### src/rtl/shift_rleft_arbiter.sv
// Round-robin arbiter sharing one rotate-left unit between Ports requesters, with a single
// registered result stage. Define SHIFT_RLEFT_ARB_STATS_EN to add per-port grant counters.
module shift_rleft_arbiter #(
  parameter  int Bits  = 64,
  parameter  int Ports = 4,
  localparam int SW    = $clog2(Bits),
  localparam int IW    = $clog2(Ports)
) (
  input  logic                  clk,
  input  logic                  reset,
  input  logic [Ports-1:0]      req_valid,
  output logic [Ports-1:0]      req_ready,
  input  logic [Ports*Bits-1:0] req_a,
  input  logic [Ports*SW-1:0]   req_sh,
  output logic                  res_valid,
  input  logic                  res_ready,
  output logic [Bits-1:0]       res_b,
  output logic [IW-1:0]         res_id
`ifdef SHIFT_RLEFT_ARB_STATS_EN
  ,
  output logic [Ports*16-1:0]   grant_cnt
`endif
);

  logic [IW-1:0]   ptr;
  logic [IW-1:0]   cand;
  logic [IW-1:0]   gnt_idx;
  logic            gnt_found;
  logic            can_load;
  logic            xfer;
  logic [Bits-1:0] sel_a;
  logic [SW-1:0]   sel_sh;
  logic [Bits-1:0] rot;

  // Search starts at ptr; IW-bit addition wraps modulo Ports since Ports is a power of two.
  always_comb begin
    can_load  = !res_valid || res_ready;
    gnt_found = 1'b0;
    gnt_idx   = '0;
    cand      = '0;
    for (int i = 0; i < Ports; i++) begin
      cand = ptr + IW'(i);
      if (!gnt_found && req_valid[cand]) begin
        gnt_found = 1'b1;
        gnt_idx   = cand;
      end
    end
    req_ready = '0;
    if (!reset && can_load && gnt_found) req_ready[gnt_idx] = 1'b1;
  end

  assign xfer   = |(req_valid & req_ready);
  assign sel_a  = req_a[gnt_idx*Bits +: Bits];
  assign sel_sh = req_sh[gnt_idx*SW +: SW];
  // sh=0 makes the right shift a full-width shift, which yields zero and leaves sel_a intact.
  assign rot    = (sel_a << sel_sh) | (sel_a >> (Bits - int'(sel_sh)));

  always_ff @(posedge clk) begin
    if (reset) begin
      res_valid <= 1'b0;
      res_b     <= '0;
      res_id    <= '0;
      ptr       <= '0;
    end else if (xfer) begin
      res_valid <= 1'b1;
      res_b     <= rot;
      res_id    <= gnt_idx;
      ptr       <= gnt_idx + 1'b1;
    end else if (res_ready) begin
      res_valid <= 1'b0;
    end
  end

`ifdef SHIFT_RLEFT_ARB_STATS_EN
  logic [Ports-1:0][15:0] cnt;

  always_ff @(posedge clk) begin
    if (reset) begin
      cnt <= '0;
    end else begin
      for (int p = 0; p < Ports; p++)
        if (req_valid[p] && req_ready[p]) cnt[p] <= cnt[p] + 16'd1;
    end
  end

  assign grant_cnt = cnt;
`endif

endmodule
### config.mk
export PLATFORM = sky130hd
export DESIGN_NAME = shift_rleft_arbiter
export DESIGN_NICKNAME = d
export VERILOG_FILES = /design/src/rtl/shift_rleft_arbiter.sv
export SDC_FILE = /design/constraint.sdc
export NUM_CORES = 1
export LEC_CHECK = 0
export CAP_MARGIN = 20
export CORE_MARGIN = 4
export CORE_UTILIZATION = 47
export DETAILED_ROUTE_END_ITERATION = 6
export HOLD_SLACK_MARGIN = 0.05
export PLACE_DENSITY = 0.9
export SYNTH_ARGS = -nofsm -noshare
export SYNTH_HDL_FRONTEND = slang
export SYNTH_SLANG_ARGS = --single-unit
export TNS_END_PERCENT = 100
### constraint.sdc
create_clock -name clk -period 4.37 [get_ports clk]
set_input_delay 0.874 -clock clk [delete_from_list [all_inputs] [get_ports clk]]
set_output_delay 0.874 -clock clk [all_outputs]
set_load 0.005 [all_outputs]
==> metrics, run 1 <==
initial core utilization=around half; Synth Area per Inst=7.32 µm²; PortBufs=~360; Clk Tree Root Cell=clkbuf_16; Distinct cells, synth=83; clk sinks=69; vias in the first global route=roughly 28k; XOR/XNOR share of the synthesized area=0.366%; first-pass GRT wire length=around 200 mm; CTS max path bufs=2; ys flop type=dfxtp_1; post-synthesis mux area share=26.0%; top-area cell type share of the netlist area=12.8%; Remaining Overflow, GRT=between 600 and 700; Synth area leaders=mux2i_1 13%, mux4_2 11%, dfxtp_1 9.9%, o211ai_1 5.6%, a211oi_1 5.3%; largest family of logic cells by synthesized area=compound AO/OA/AOI/OAI gates; CTS buffer count=9; GPL Wtd Cong=roughly 1.3; Mapped Cells=~1.9k; Exit stage=5_1_grt; Cell Area, Placed=approximately 0.022 mm²; post-synth top area cell=mux2i_1; largest net degree at the start of global routing=72; Hold Buf Count CTS=0; Synth Area in Simple Gates=22.7%; Die Ht=181 µm; post-synthesis sequential area ratio=under 10%; hpwl dp=between 70 and 80 mm; First Err=[ERROR GRT-0116] Global routing finished with congestion. Check the congestion regions in the DRC Viewer.; syn nets=between 2k and 2.5k; synthesized area=about 0.014 mm²; Compound-Gate Fraction of Synth Area=34.2%; post-synthesis register bit count=69; Post-synth EDFFs=0; status=aborted with a tool error; Die W=around 180 µm; Global Route Usage Sum=between 70% and 80%; Yosys Warn Count=0; Site Rows=62; pre-CTS WS=-763 ps; Post-Synth Adder-Cell Area=less than 1%; # IOs=between 300 and 400; share of flip-flops with an asynchronous set or reset=0%; H-tree Lvls=3
## cells by family after synthesis
family	count (synthesis)
AOI/OAI and AO/OA	679
adders and majority gates	4
xor gates and xnor gates	5
and+or+nand+nor	671
buffers and inverters	212
DFF	69
muxes	276
## layer usage
| metal | track usage [%] | GRT overflow |
|---|---|---|
| met3 | 71.1 | 40 |
| met2 | 91.0 | 351 |
| met1 | 73.5 | 35 |
| met5 | 46.1 | 7 |
| met4 | 78.3 | 181 |
## cell usage after synthesis, drive strengths merged, types with 7 or more instances
library cell,instances
mux2i,179
nor2,177
nand2,163
o21ai,137
nand3,131
clkbuf,108
o211ai,104
buf,101
a211oi,99
a21oi,72
dfxtp,69
mux4,67
and3,60
nor3,33
a31o,32
and2,30
mux2,30
a31oi,25
a311oi,24
or2,22
o22ai,21
nand4,15
o31a,15
a211o,13
nand2b,12
o211a,12
a221oi,11
a22oi,11
o21bai,11
a21o,10
o21a,9
or3,9
a221o,7
## through the flow
step                      cells  setup TNS (ps)
after floorplan            1916               0
after global placement     2973          -18490
after detailed placement   2973          -35800
after CTS                  3014               0
## what timing repair did
action,4_1_cts
pin swaps,18
gates resized for setup,135
endpoints found under the hold margin,0
setup endpoints to repair,66
buffers inserted,18
gates cloned,7
==> run 2, diff against run 1 <==
Settings changed: CORE_UTILIZATION 47 to 35, HOLD_SLACK_MARGIN 0.05 to default, PLACE_DENSITY 0.9 to default, PLACE_DENSITY_LB_ADDON from default to 0.15.
Clock period 4.37 ns to 5.68 ns, I/O delays scaled along.
==> run 2 against run 1 <==
  * The flow now finishes, with violations (DRC)
  * Synthesized area unchanged
  * Synthesized cell count is the same
==> metrics, run 2 <==
Post-layout nets=between 2k and 3k; fin crit period=approximately 5500 ps; vias per cell=approximately 7; CTS tree=yes; max FFs per register=64; vias in the first global route=~18k; initial antenna violation count=3; Yosys Warn Count=0 (unchanged); Clk Tree Root Cell=clkbuf_16; nature of the critical path startpoint=input port; endpoint required time on the critical path=5930 ps; Area Overhead vs Synth=41.0%; most common cell after layout, fill and taps aside=clkdlybuf4s50_1; DR WL/cell=around 32 µm; Remaining Overflow, GRT=0; Mapped Cells=1916 (unchanged); clock transition at the registers of the reported paths=70 ps; first-pass GRT wire length=129 mm; post-synthesis register bit count=69 (unchanged); PortBufs=357 (unchanged); Distinct cells, synth=83 (unchanged); Synth Area per Inst=7.32 µm² (unchanged); Layout Skew=slightly below 7 ps; status=finished with violations; post-synth top area cell=mux2i_1; total iterations of the first detailed-routing run=7; initial core utilization=35.4% (-13 points); synthesized area=0.0140 mm² (unchanged); clock latency on the worst-skew pair=approximately 360 ps; Iter 0 DRT Violations=3081; period utilization=97.2%; Most flops, register=res_b; # DRC=1; Core Box Area=0.0396 mm²; Hold Buf Count CTS=0 (unchanged); Die W=208 µm (+15%); Setup CP Type=input port to flip-flop; Synth top cells by count=179 x mux2i_1, 176 x nor2_1, 162 x nand2_1; largest registers=res_b x64, ptr x2, res_id x2; setup TNS=0 ps; final hold violations=0; Leak=between 0.007 and 0.008 µW; P per Cell Area=~430 mW/mm²; number of setup violations in the final report=0; max_cap viols=0; Crit Path Max Fanout=51; share of flip-flops with an asynchronous set or reset=0% (unchanged); ys flop type=dfxtp_1; top-area cell type share of the netlist area=12.8% (unchanged); hpwl dp=73.5 mm (+0.44%); most frequent cells in the layout=356 x clkdlybuf4s50_1, 191 x buf_4, 176 x mux2i_1, 176 x nor2_1, 159 x nand2_1; Hold Path Class=flip-flop to flip-flop; Synth area leaders=mux2i_1 13%, mux4_2 11%, dfxtp_1 9.9%, o211ai_1 5.6%, a211oi_1 5.3%; Post-synth EDFFs=0 (unchanged); # IOs=358 (unchanged); Layout Cells excl Fill=between 2k and 3k; arrival time at the worst endpoint=5780 ps; CTS buffer count=9 (unchanged); CTS max path bufs=2 (unchanged); crit path capture type=flip-flop; Die Ht=208 µm (+15%); syn nets=2207 (unchanged); clk sinks=69 (unchanged); VDD IR max=~0.00016 V; Routed Antenna Nets=0; most numerous cell in the Yosys netlist=mux2i_1; violated checks=DRC; fmax=~180 MHz; largest net degree at the start of global routing=between 80 and 90; share of layout cells above drive strength 1=between 10% and 20%; Site Rows=73 (+18%); post-synthesis sequential area ratio=9.85% (unchanged); final wirelength=90.7 mm; relative slew slack=37.7%; Worst Max-Slew Pin Slew=approximately 930 ps; Global Route Usage Sum=between 30% and 40%; RSZ-0062 raised after global routing=no; Placed Instances=2807 (-5.6%); Die ar.=about 0.043 mm²; postcts setup bufs=0 (-18); GPL Wtd Cong=1.09 (-17%); via total after detailed routing=approximately 19k; # resized after CTS=0 (-100%); Hold Slack=about 460 ps; H-tree Lvls=3 (unchanged); Max Slew Vio Count=0
run 2: cell counts after synthesis:
Identical to the previous run, type by type.
run 2: path summary, 6_finish.rpt:
path	startpoint	end	slack, ps	depth (start not counted)
worst max-delay path	req_valid[0]	res_b[39]	160	14
worst min-delay path	res_id[1]	res_id[1]	460	2
worst max register to register	ptr[1]	res_b[39]	1010	13
worst min register to register	res_id[1]	res_id[1]	460	2
run 2: stage by stage:
stage	worst slack, ps	power (µW)	area [µm²]	util (%)
after floorplan	1270	4370	14000	-
after global placement	-80.7	7490	19400	49.1
after detailed placement	-150	7480	19400	49.1
after CTS	211	8110	19800	49.8
after global routing	64.6	8650	19800	49.8
final	157	8420	19800	49.8
run 2: logic make-up after synthesis:
logic type / Yosys count / synth area share (%)
adders and majority gates: 4 / 0.357
buffers and inverters: 212 / 6.54
muxes: 276 / 26.0
DFF: 69 / 9.85
and+or+nand+nor: 671 / 22.7
AOI/OAI and AO/OA: 679 / 34.2
xor gates and xnor gates: 5 / 0.366
run 2: layout make-up:
class / instances / area, µm²
repair buffers: 575 / 5540
diodes: 1 / 2.50
well taps: 525 / 657
fillers: 3973 / 19900
flip-flops and latches: 69 / 1380
inverters: 3 / 12.5
clock inverters: 6 / 70.1
clock buffers: 10 / 239
multi-input cells: 1635 / 11900
run 2: power breakdown:
| part | internal, µW | switching [µW] | total [µW] |
|---|---|---|---|
| Combinational | 2780 | 4370 | 7150 |
| Clock | 355 | 267 | 622 |
| Sequential | 576 | 68.1 | 645 |
run 2: per-layer routing:
layer / vias to the layer above / share of wire [%] / global-route usage (%)
li1: 8229 / - / -
met1: 9263 / 37 / 49.4
met2: 1512 / 44 / 62.6
met3: 303 / 12 / 9.30
met4: 6 / 7.1 / 22.3
met5: - / 0.034 / 0
run 2: worst max-delay path, stage by stage:
cell and delay [ps]:
clkdlybuf4s50_1 560, nand2_1 160, a221o_2 450, buf_12 190
buf_4 250, and3_1 200, a211oi_1 530, o211ai_1 290
a21boi_0 240, mux2_2 320, mux4_2 560, mux2_2 310
a221o_1 360, o21a_1 190
Note: power is estimated with default switching activity, not from simulation.
